### src/rtl/gpio_irq_pkg.sv
// Shared register map offsets, interrupt encodings and the per-pin event helper
// for gpio_irq_ctrl_ip.
package gpio_irq_pkg;

   localparam logic [7:0] OFF_DATA      = 8'h00;
   localparam logic [7:0] OFF_DIR       = 8'h04;
   localparam logic [7:0] OFF_READ      = 8'h08;
   localparam logic [7:0] OFF_SET       = 8'h0C;
   localparam logic [7:0] OFF_CLR       = 8'h10;
   localparam logic [7:0] OFF_TGL       = 8'h14;
   localparam logic [7:0] OFF_IRQ_EN    = 8'h18;
   localparam logic [7:0] OFF_IRQ_TYPE  = 8'h1C;
   localparam logic [7:0] OFF_IRQ_POL   = 8'h20;
   localparam logic [7:0] OFF_IRQ_STAT  = 8'h24;
   localparam logic [7:0] OFF_DEB_LIMIT = 8'h28;

   typedef enum logic {IRQ_LEVEL = 1'b0, IRQ_EDGE = 1'b1} irq_type_e;
   typedef enum logic {POL_HIGH_RISE = 1'b0, POL_LOW_FALL = 1'b1} irq_pol_e;

   // Ungated event for one pin: edge compares filtered vs delayed, level compares against POL.
   function automatic logic irq_event(input logic pin_f, input logic pin_p,
                                      input logic typ, input logic pol);
      logic hit;
      if (irq_type_e'(typ) == IRQ_EDGE)
         hit = (irq_pol_e'(pol) == POL_LOW_FALL) ? (~pin_f & pin_p) : (pin_f & ~pin_p);
      else
         hit = (pin_f == ~pol);
      return hit;
   endfunction

endpackage

### src/rtl/gpio_irq_ctrl_ip_if.sv
// Simple valid/we memory bus shared by the GPIO peripherals.
interface gpio_irq_ctrl_ip_if;
   logic        bus_valid;
   logic        bus_we;
   logic [31:0] bus_addr;
   logic [31:0] bus_wdata;
   logic [31:0] bus_rdata;

   modport master (output bus_valid, bus_we, bus_addr, bus_wdata, input bus_rdata);
   modport slave  (input bus_valid, bus_we, bus_addr, bus_wdata, output bus_rdata);
endinterface

### src/rtl/gpio_in_filter.sv
// Pin input synchroniser with optional per-bit debounce, enabled by GPIO_IRQ_DEBOUNCE_EN.
module gpio_in_filter #(
   parameter int WIDTH       = 32,
   parameter int SYNC_STAGES = 2,
   parameter int DEB_CNT_W   = 16
) (
   input  logic                 clk,
   input  logic                 rst,
`ifdef GPIO_IRQ_DEBOUNCE_EN
   input  logic [DEB_CNT_W-1:0] deb_limit_i,
`endif
   input  logic [WIDTH-1:0]     pin_i,
   output logic [WIDTH-1:0]     pin_f_o
);

   logic [SYNC_STAGES-1:0][WIDTH-1:0] sync_q;
   logic [WIDTH-1:0]                  pin_s;

   always_ff @(posedge clk or posedge rst) begin
      if (rst) sync_q <= '0;
      else     sync_q <= {sync_q[SYNC_STAGES-2:0], pin_i};
   end

   assign pin_s = sync_q[SYNC_STAGES-1];

`ifdef GPIO_IRQ_DEBOUNCE_EN
   genvar gi;
   generate
      for (gi = 0; gi < WIDTH; gi++) begin : g_deb
         logic [DEB_CNT_W-1:0] cnt_q;
         logic                 f_q;

         // >= keeps a counter from wrapping if DEB_LIMIT is lowered mid-count.
         always_ff @(posedge clk or posedge rst) begin
            if (rst) begin
               cnt_q <= '0;
               f_q   <= 1'b0;
            end else if (pin_s[gi] == f_q) begin
               cnt_q <= '0;
            end else if (cnt_q >= deb_limit_i) begin
               cnt_q <= '0;
               f_q   <= pin_s[gi];
            end else begin
               cnt_q <= cnt_q + 1'b1;
            end
         end

         assign pin_f_o[gi] = f_q;
      end
   endgenerate
`else
   logic [DEB_CNT_W-1:0] unused_deb_w;
   assign unused_deb_w = '0;
   assign pin_f_o      = pin_s;
`endif

endmodule

### src/rtl/gpio_irq_ctrl_ip.sv
// GPIO controller with atomic set/clr/tgl and per-pin edge/level interrupts.
// Optional input debounce and DEB_LIMIT register with GPIO_IRQ_DEBOUNCE_EN.
module gpio_irq_ctrl_ip
   import gpio_irq_pkg::*;
#(
   parameter int WIDTH       = 32,
   parameter int SYNC_STAGES = 2,
   parameter int DEB_CNT_W   = 16
) (
   input  logic               clk,
   input  logic               rst,
   gpio_irq_ctrl_ip_if.slave  bus,
   input  logic [WIDTH-1:0]   gpio_in,
   output logic [WIDTH-1:0]   gpio_out,
   output logic [WIDTH-1:0]   gpio_oe,
   output logic               irq
);

   logic [WIDTH-1:0] data_q, data_d, dir_q, dir_d;
   logic [WIDTH-1:0] en_q, en_d, type_q, type_d, pol_q, pol_d;
   logic [WIDTH-1:0] stat_q, stat_d, pin_p_q, pin_f, evt, w1c;
   logic             irq_q;
   logic             wr_en;
   logic [7:0]       off;
   logic [WIDTH-1:0] wd;
   logic [31:0]      rd;
   logic             unused_bus;
`ifdef GPIO_IRQ_DEBOUNCE_EN
   logic [DEB_CNT_W-1:0] deb_limit_q, deb_limit_d;
`endif

   assign wr_en      = bus.bus_valid & bus.bus_we;
   assign off        = bus.bus_addr[7:0];
   assign wd         = bus.bus_wdata[WIDTH-1:0];
   assign unused_bus = ^{bus.bus_addr[31:8], bus.bus_wdata};

   gpio_in_filter #(
      .WIDTH       (WIDTH),
      .SYNC_STAGES (SYNC_STAGES),
      .DEB_CNT_W   (DEB_CNT_W)
   ) u_filter (
      .clk         (clk),
      .rst         (rst),
`ifdef GPIO_IRQ_DEBOUNCE_EN
      .deb_limit_i (deb_limit_q),
`endif
      .pin_i       (gpio_in),
      .pin_f_o     (pin_f)
   );

   genvar gi;
   generate
      for (gi = 0; gi < WIDTH; gi++) begin : g_evt
         assign evt[gi] = en_q[gi] & ~dir_q[gi]
                        & irq_event(pin_f[gi], pin_p_q[gi], type_q[gi], pol_q[gi]);
      end
   endgenerate

   always_comb begin
      data_d = data_q;
      dir_d  = dir_q;
      en_d   = en_q;
      type_d = type_q;
      pol_d  = pol_q;
      w1c    = '0;
`ifdef GPIO_IRQ_DEBOUNCE_EN
      deb_limit_d = deb_limit_q;
`endif
      if (wr_en) begin
         case (off)
            OFF_DATA:      data_d = wd;
            OFF_DIR:       dir_d  = wd;
            OFF_SET:       data_d = data_q | wd;
            OFF_CLR:       data_d = data_q & ~wd;
            OFF_TGL:       data_d = data_q ^ wd;
            OFF_IRQ_EN:    en_d   = wd;
            OFF_IRQ_TYPE:  type_d = wd;
            OFF_IRQ_POL:   pol_d  = wd;
            OFF_IRQ_STAT:  w1c    = wd;
`ifdef GPIO_IRQ_DEBOUNCE_EN
            OFF_DEB_LIMIT: deb_limit_d = bus.bus_wdata[DEB_CNT_W-1:0];
`endif
            default: ;
         endcase
      end
      // Set has priority so an active level source survives a W1C.
      stat_d = (stat_q & ~w1c) | evt;
   end

   always_ff @(posedge clk or posedge rst) begin
      if (rst) begin
         data_q  <= '0;
         dir_q   <= '0;
         en_q    <= '0;
         type_q  <= '0;
         pol_q   <= '0;
         stat_q  <= '0;
         pin_p_q <= '0;
         irq_q   <= 1'b0;
`ifdef GPIO_IRQ_DEBOUNCE_EN
         deb_limit_q <= '0;
`endif
      end else begin
         data_q  <= data_d;
         dir_q   <= dir_d;
         en_q    <= en_d;
         type_q  <= type_d;
         pol_q   <= pol_d;
         stat_q  <= stat_d;
         pin_p_q <= pin_f;
         irq_q   <= |(stat_q & en_q);
`ifdef GPIO_IRQ_DEBOUNCE_EN
         deb_limit_q <= deb_limit_d;
`endif
      end
   end

   always_comb begin
      rd = '0;
      case (off)
         OFF_DATA:      rd[WIDTH-1:0] = data_q;
         OFF_DIR:       rd[WIDTH-1:0] = dir_q;
         OFF_READ:      rd[WIDTH-1:0] = (dir_q & data_q) | (~dir_q & pin_f);
         OFF_IRQ_EN:    rd[WIDTH-1:0] = en_q;
         OFF_IRQ_TYPE:  rd[WIDTH-1:0] = type_q;
         OFF_IRQ_POL:   rd[WIDTH-1:0] = pol_q;
         OFF_IRQ_STAT:  rd[WIDTH-1:0] = stat_q;
`ifdef GPIO_IRQ_DEBOUNCE_EN
         OFF_DEB_LIMIT: rd[DEB_CNT_W-1:0] = deb_limit_q;
`endif
         default: ;
      endcase
   end

   assign bus.bus_rdata = rd;
   assign gpio_out      = data_q & dir_q;
   assign gpio_oe       = dir_q;
   assign irq           = irq_q;

endmodule

### src/flat_wrapper.sv
// flat-port wrapper written by rule: the top's interface ports become plain ports
module gpio_irq_ctrl_ip_flat import gpio_irq_pkg::*;
#(
   parameter int WIDTH       = 32,
   parameter int SYNC_STAGES = 2,
   parameter int DEB_CNT_W   = 16
)
  (clk, rst, gpio_in, gpio_out, gpio_oe, irq, bus_bus_valid, bus_bus_we, bus_bus_addr, bus_bus_wdata, bus_bus_rdata);
  gpio_irq_ctrl_ip_if bus_i ();
  input  logic clk;
  input  logic rst;
  input  logic [WIDTH-1:0] gpio_in;
  output logic [WIDTH-1:0] gpio_out;
  output logic [WIDTH-1:0] gpio_oe;
  output logic irq;
  input wire logic [$bits(bus_i.bus_valid)-1:0] bus_bus_valid;
  input wire logic [$bits(bus_i.bus_we)-1:0] bus_bus_we;
  input wire logic [$bits(bus_i.bus_addr)-1:0] bus_bus_addr;
  input wire logic [$bits(bus_i.bus_wdata)-1:0] bus_bus_wdata;
  output wire logic [$bits(bus_i.bus_rdata)-1:0] bus_bus_rdata;
  assign bus_i.bus_valid = bus_bus_valid;
  assign bus_i.bus_we = bus_bus_we;
  assign bus_i.bus_addr = bus_bus_addr;
  assign bus_i.bus_wdata = bus_bus_wdata;
  assign bus_bus_rdata = bus_i.bus_rdata;
  gpio_irq_ctrl_ip #(.WIDTH(WIDTH), .SYNC_STAGES(SYNC_STAGES), .DEB_CNT_W(DEB_CNT_W)) u_core (.clk(clk), .rst(rst), .bus(bus_i), .gpio_in(gpio_in), .gpio_out(gpio_out), .gpio_oe(gpio_oe), .irq(irq));
endmodule
### config.mk
export PLATFORM = sky130hd
export DESIGN_NAME = gpio_irq_ctrl_ip_flat
export DESIGN_NICKNAME = d
export VERILOG_FILES = /design/src/rtl/gpio_irq_pkg.sv /design/src/rtl/gpio_irq_ctrl_ip_if.sv /design/src/rtl/gpio_in_filter.sv /design/src/rtl/gpio_irq_ctrl_ip.sv /design/src/flat_wrapper.sv
export SDC_FILE = /design/constraint.sdc
export NUM_CORES = 1
export LEC_CHECK = 0
export CAP_MARGIN = 10
export CORE_MARGIN = 4
export CORE_UTILIZATION = 25
export CTS_CLUSTER_SIZE = 8
export DETAILED_ROUTE_END_ITERATION = 10
export SLEW_MARGIN = 20
export SYNTH_ARGS = -nofsm -noshare
export SYNTH_HDL_FRONTEND = slang
export SYNTH_SLANG_ARGS = --single-unit
### constraint.sdc
create_clock -name clk -period 10.4 [get_ports clk]
set_input_delay 2.08 -clock clk [delete_from_list [all_inputs] [get_ports clk]]
set_output_delay 2.08 -clock clk [all_outputs]
set_load 0.05 [all_outputs]
==> run summary <==
=========================================================================================
# hold bufs at CTS                                                                      0
Growth of design area from synthesis to finish                                     25.48%
Multi-input gate area in the final layout                                        6820 µm²
Tot GR Track Use                                                                   16.28%
Worst skew pair latency                                                            540 ps
Cts bufs inserted                                                                      42
Max Transition Viols Final                                                              0
DR WL/cell                                                                       22.23 µm
Setup skew after layout                                                          9.794 ps
Worst path max stage delay                                                         900 ps
Number of setup buffers added after CTS                                                 0
Element type at the critical path start                                      primary input
Maximum ir drop on the vdd rail                                                 0.1205 mV
Area inside the core boundary                                                   57920 µm²
Synthesized net count                                                                1579
Kind of end point of the critical path                                         output pin
Overall die height                                                               250.2 µm
Die Width                                                                        250.2 µm
Final Setup Violations                                                                  0
Cell area after layout                                                          18400 µm²
Endpoint required time on the critical path                                       8320 ps
Summed instance area of the synthesized netlist                                 14660 µm²
Worst Tran Pin Value                                                              1194 ps
Number of nets with antenna violations after detailed routing                           0
Max transition margin                                                              19.77%
Number of enable-type register cells in the synthesized netlist                         0
Sequence of cells on the critical path                                       clkdlybuf4s50_1 > nor3b_2 > buf_4 > nor2b_1 > a22oi_1 > o211ai_1 > clkdlybuf4s50_1
Die area                                                                        62580 µm²
Setup TNS after final layout                                                         0 ps
Dominant cell type by area after synthesis                                   sky130_fd_sc_hd__dfrtp_1
Number of fill cells                                                                 5938
Share of the synthesized area in the top cell type                                 49.33%
Sequential share of the synthesized area                                           49.33%
Fmax achieved                                                                  0.1244 GHz
Most frequent cell after synthesis                                           sky130_fd_sc_hd__dfrtp_1
Crit Path Category                                                              in -> out
Clk root buf                                                                 sky130_fd_sc_hd__clkbuf_16
Maximum fanout along the worst path                                                    14
Overall power after layout                                                     0.002881 W
Vias in the first global route                                                      11990
Beginning of the critical path                                               bus_bus_addr[1]
Max_cap viols                                                                           0
Global route total overflow                                                             0
Detailed Routing Iterations Pass 1                                                      7
Via density                                                                         4.983
Power per unit of standard cell area                                         156.6 nW/µm²
CTS tree                                                                            built
Proportion of register bits with asynchronous set or reset after synthesis         100.0%
Antenna violations before repair                                                        7
Top cell types by occurrence after synthesis                                 sky130_fd_sc_hd__dfrtp_1, sky130_fd_sc_hd__nand2_1, sky130_fd_sc_hd__inv_1
Worst Min Path Start                                                         u_core.u_filter.sync_q[12]$_DFF_PP0_
Worst R2R Start                                                              u_core.en_q[28]$_DFFE_PP0P_
Cell count after synthesis                                                           1415
Dominant synthesized flop cell                                               sky130_fd_sc_hd__dfrtp_1
Period utilization                                                                 77.27%
Flip-flop and latch area                                                         7232 µm²
Vias                                                                                11720
Effective utilization at floorplan                                                 25.31%
Final hold violations                                                                   0
Routability cong.                                                                  0.8604
Fraction of final layout cells with drive strength greater than 1                  10.25%
Port Buffer Count                                                                     172
Resize count post-CTS                                                                   0
Number of placement rows                                                               88
Top-level port count                                                                  197
Total routed wirelength                                                          52300 µm
Post-detail-place hpwl                                                           35030 µm
Number of storage elements in the synthesis netlist                                   289
Library cell contributing the largest single delay on the critical path      sky130_fd_sc_hd__clkdlybuf4s50_1
Clock-pin transition on the worst setup and hold timing paths                       50 ps
Drt initial violations                                                               1052
Number of remaining DRC errors                                                          0
Worst hold path class                                                          reg -> reg
Cell area reported after detailed placement                                     17210 µm²
Global-route wire length before repair                                           78030 µm
Average instance area after synthesis                                           10.36 µm²
Static Leak                                                                      8.247 nW
Run status                                                                      completed
RSZ-0062 raised after global routing                                                   no
Cell types with the largest area share after synthesis                       sky130_fd_sc_hd__dfrtp_1, sky130_fd_sc_hd__ha_1, sky130_fd_sc_hd__nand2_1
Number of clock sinks seen by CTS                                                     289
Endpoint arrival time on the critical path                                        5960 ps
Number of buffers between clock root and the deepest sink                               3
NumNets Final                                                                        1741
Count of cell types in the netlist                                                     55
Final min period                                                                  8036 ps
Synth warn                                                                              0
H-tree depth                                                                            2
Pin count of the biggest net entering global routing                                   81
Most repeated library cell on the critical path                              sky130_fd_sc_hd__clkdlybuf4s50_1
=========================================================================================
-- cell type report --
class	instances	share of cell area (%)
Antenna cell	6	0.08162
Clock buffer	46	6.142
Clock inverter	2	0.05441
Inverter	91	1.898
Multi-Input combinational cell	961	37.08
Sequential cell	289	39.31
Tap cell	765	5.203
Timing Repair Buffer	192	10.23
-- sequential cells by signal, indices dropped and copies added (netlist names) --
signal,cells
u_core.stat_q,32
u_core.u_filter.pin_f_o,32
u_core.type_q,32
u_core.pin_p_q,32
u_core.en_q,32
u_core.gpio_oe,32
u_core.data_q,32
u_core.irq,1
u_core.u_filter.sync_q,32
u_core.pol_q,32
-- worst max-delay path, delay by kind of cell --
| kind | cells | cell delay, ps |
|---|---|---|
| AND/OR/NAND/NOR | 2 | 1510 |
| buffers and inverters | 3 | 1830 |
| AO/OA/AOI/OAI | 2 | 520 |
-- power breakdown --
part	internal (W)	switching (W)	total, W
clock	0.000754	0.000487	0.00124
sequential	0.00121	0.000103	0.00132
combinational	0.000145	0.000177	0.000323
total	0.00211	0.000768	0.00288
-- routing by layer --
layer / part of all wire (%) / up-vias / track usage (%)
met2: 45 / 476 / 25.39
met5: 0.042 / - / 0
li1: - / 5323 / -
met3: 8.3 / 125 / 4.205
met4: 3.9 / 4 / 6.705
met1: 43 / 5793 / 21.57
-- final timing paths --
kind	endpoint	cells past startpoint	slack, ps
worst max-delay path	bus_bus_rdata[26]	7	2360
worst min-delay path	u_core.u_filter.pin_f_o[12]$_DFF_PP0_	0	340
worst max register to register	u_core.irq$_DFF_PP0_	3	8760
worst min register to register	u_core.u_filter.pin_f_o[12]$_DFF_PP0_	0	340
max in group asynchronous	u_core.data_q[21]$_DFFE_PP0P_	3	6990
min in group asynchronous	u_core.u_filter.sync_q[14]$_DFF_PP0_	2	2030
-- stage by stage --
stage	worst slack, ps	util [%]	hold WS [ps]	std cells
after detailed placement	2421	29.72	334.7	2297
after global placement	2475	29.72	335.2	2297
after CTS	2413	31.69	345.1	2345
after floorplan	342.6	-	331.2	1415
final	2364	31.76	344.4	2352
after global routing	2259	31.74	350.9	2347
-- cell families (layout without fill, tap and decap cells) --
group | Yosys count | after routing | share of synthesized area [%]
buffers and inverters | 165 | 331 | 4.626
multiplexers | 105 | 105 | 9.422
adder cells (fa/ha/maj) | 64 | 64 | 5.462
XOR/XNOR | 45 | 45 | 2.688
AO/OA/AOI/OAI | 386 | 386 | 16.88
flip-flops | 289 | 289 | 49.33
other | 0 | 6 | 0
AND/OR/NAND/NOR | 361 | 361 | 11.59
-- layout by cell type, fill, tap and decap left out, drive strengths merged, types with 7 or more instances in the layout --
cell	count
o211ai	7
a22o	8
mux2i	30
a21boi	13
xor2	44
nor2b	27
nor2	50
nor3	7
clkbuf	46
a22oi	45
o21ai	123
a21o	18
a21oi	85
o22ai	24
ha	64
mux2	64
a41o	13
a221oi	20
nand2	193
buf	22
a222oi	15
mux4	11
and2	34
dfrtp	289
inv	91
clkdlybuf4s50	170
nand3	32
Note: power is estimated with default switching activity, not from simulation.
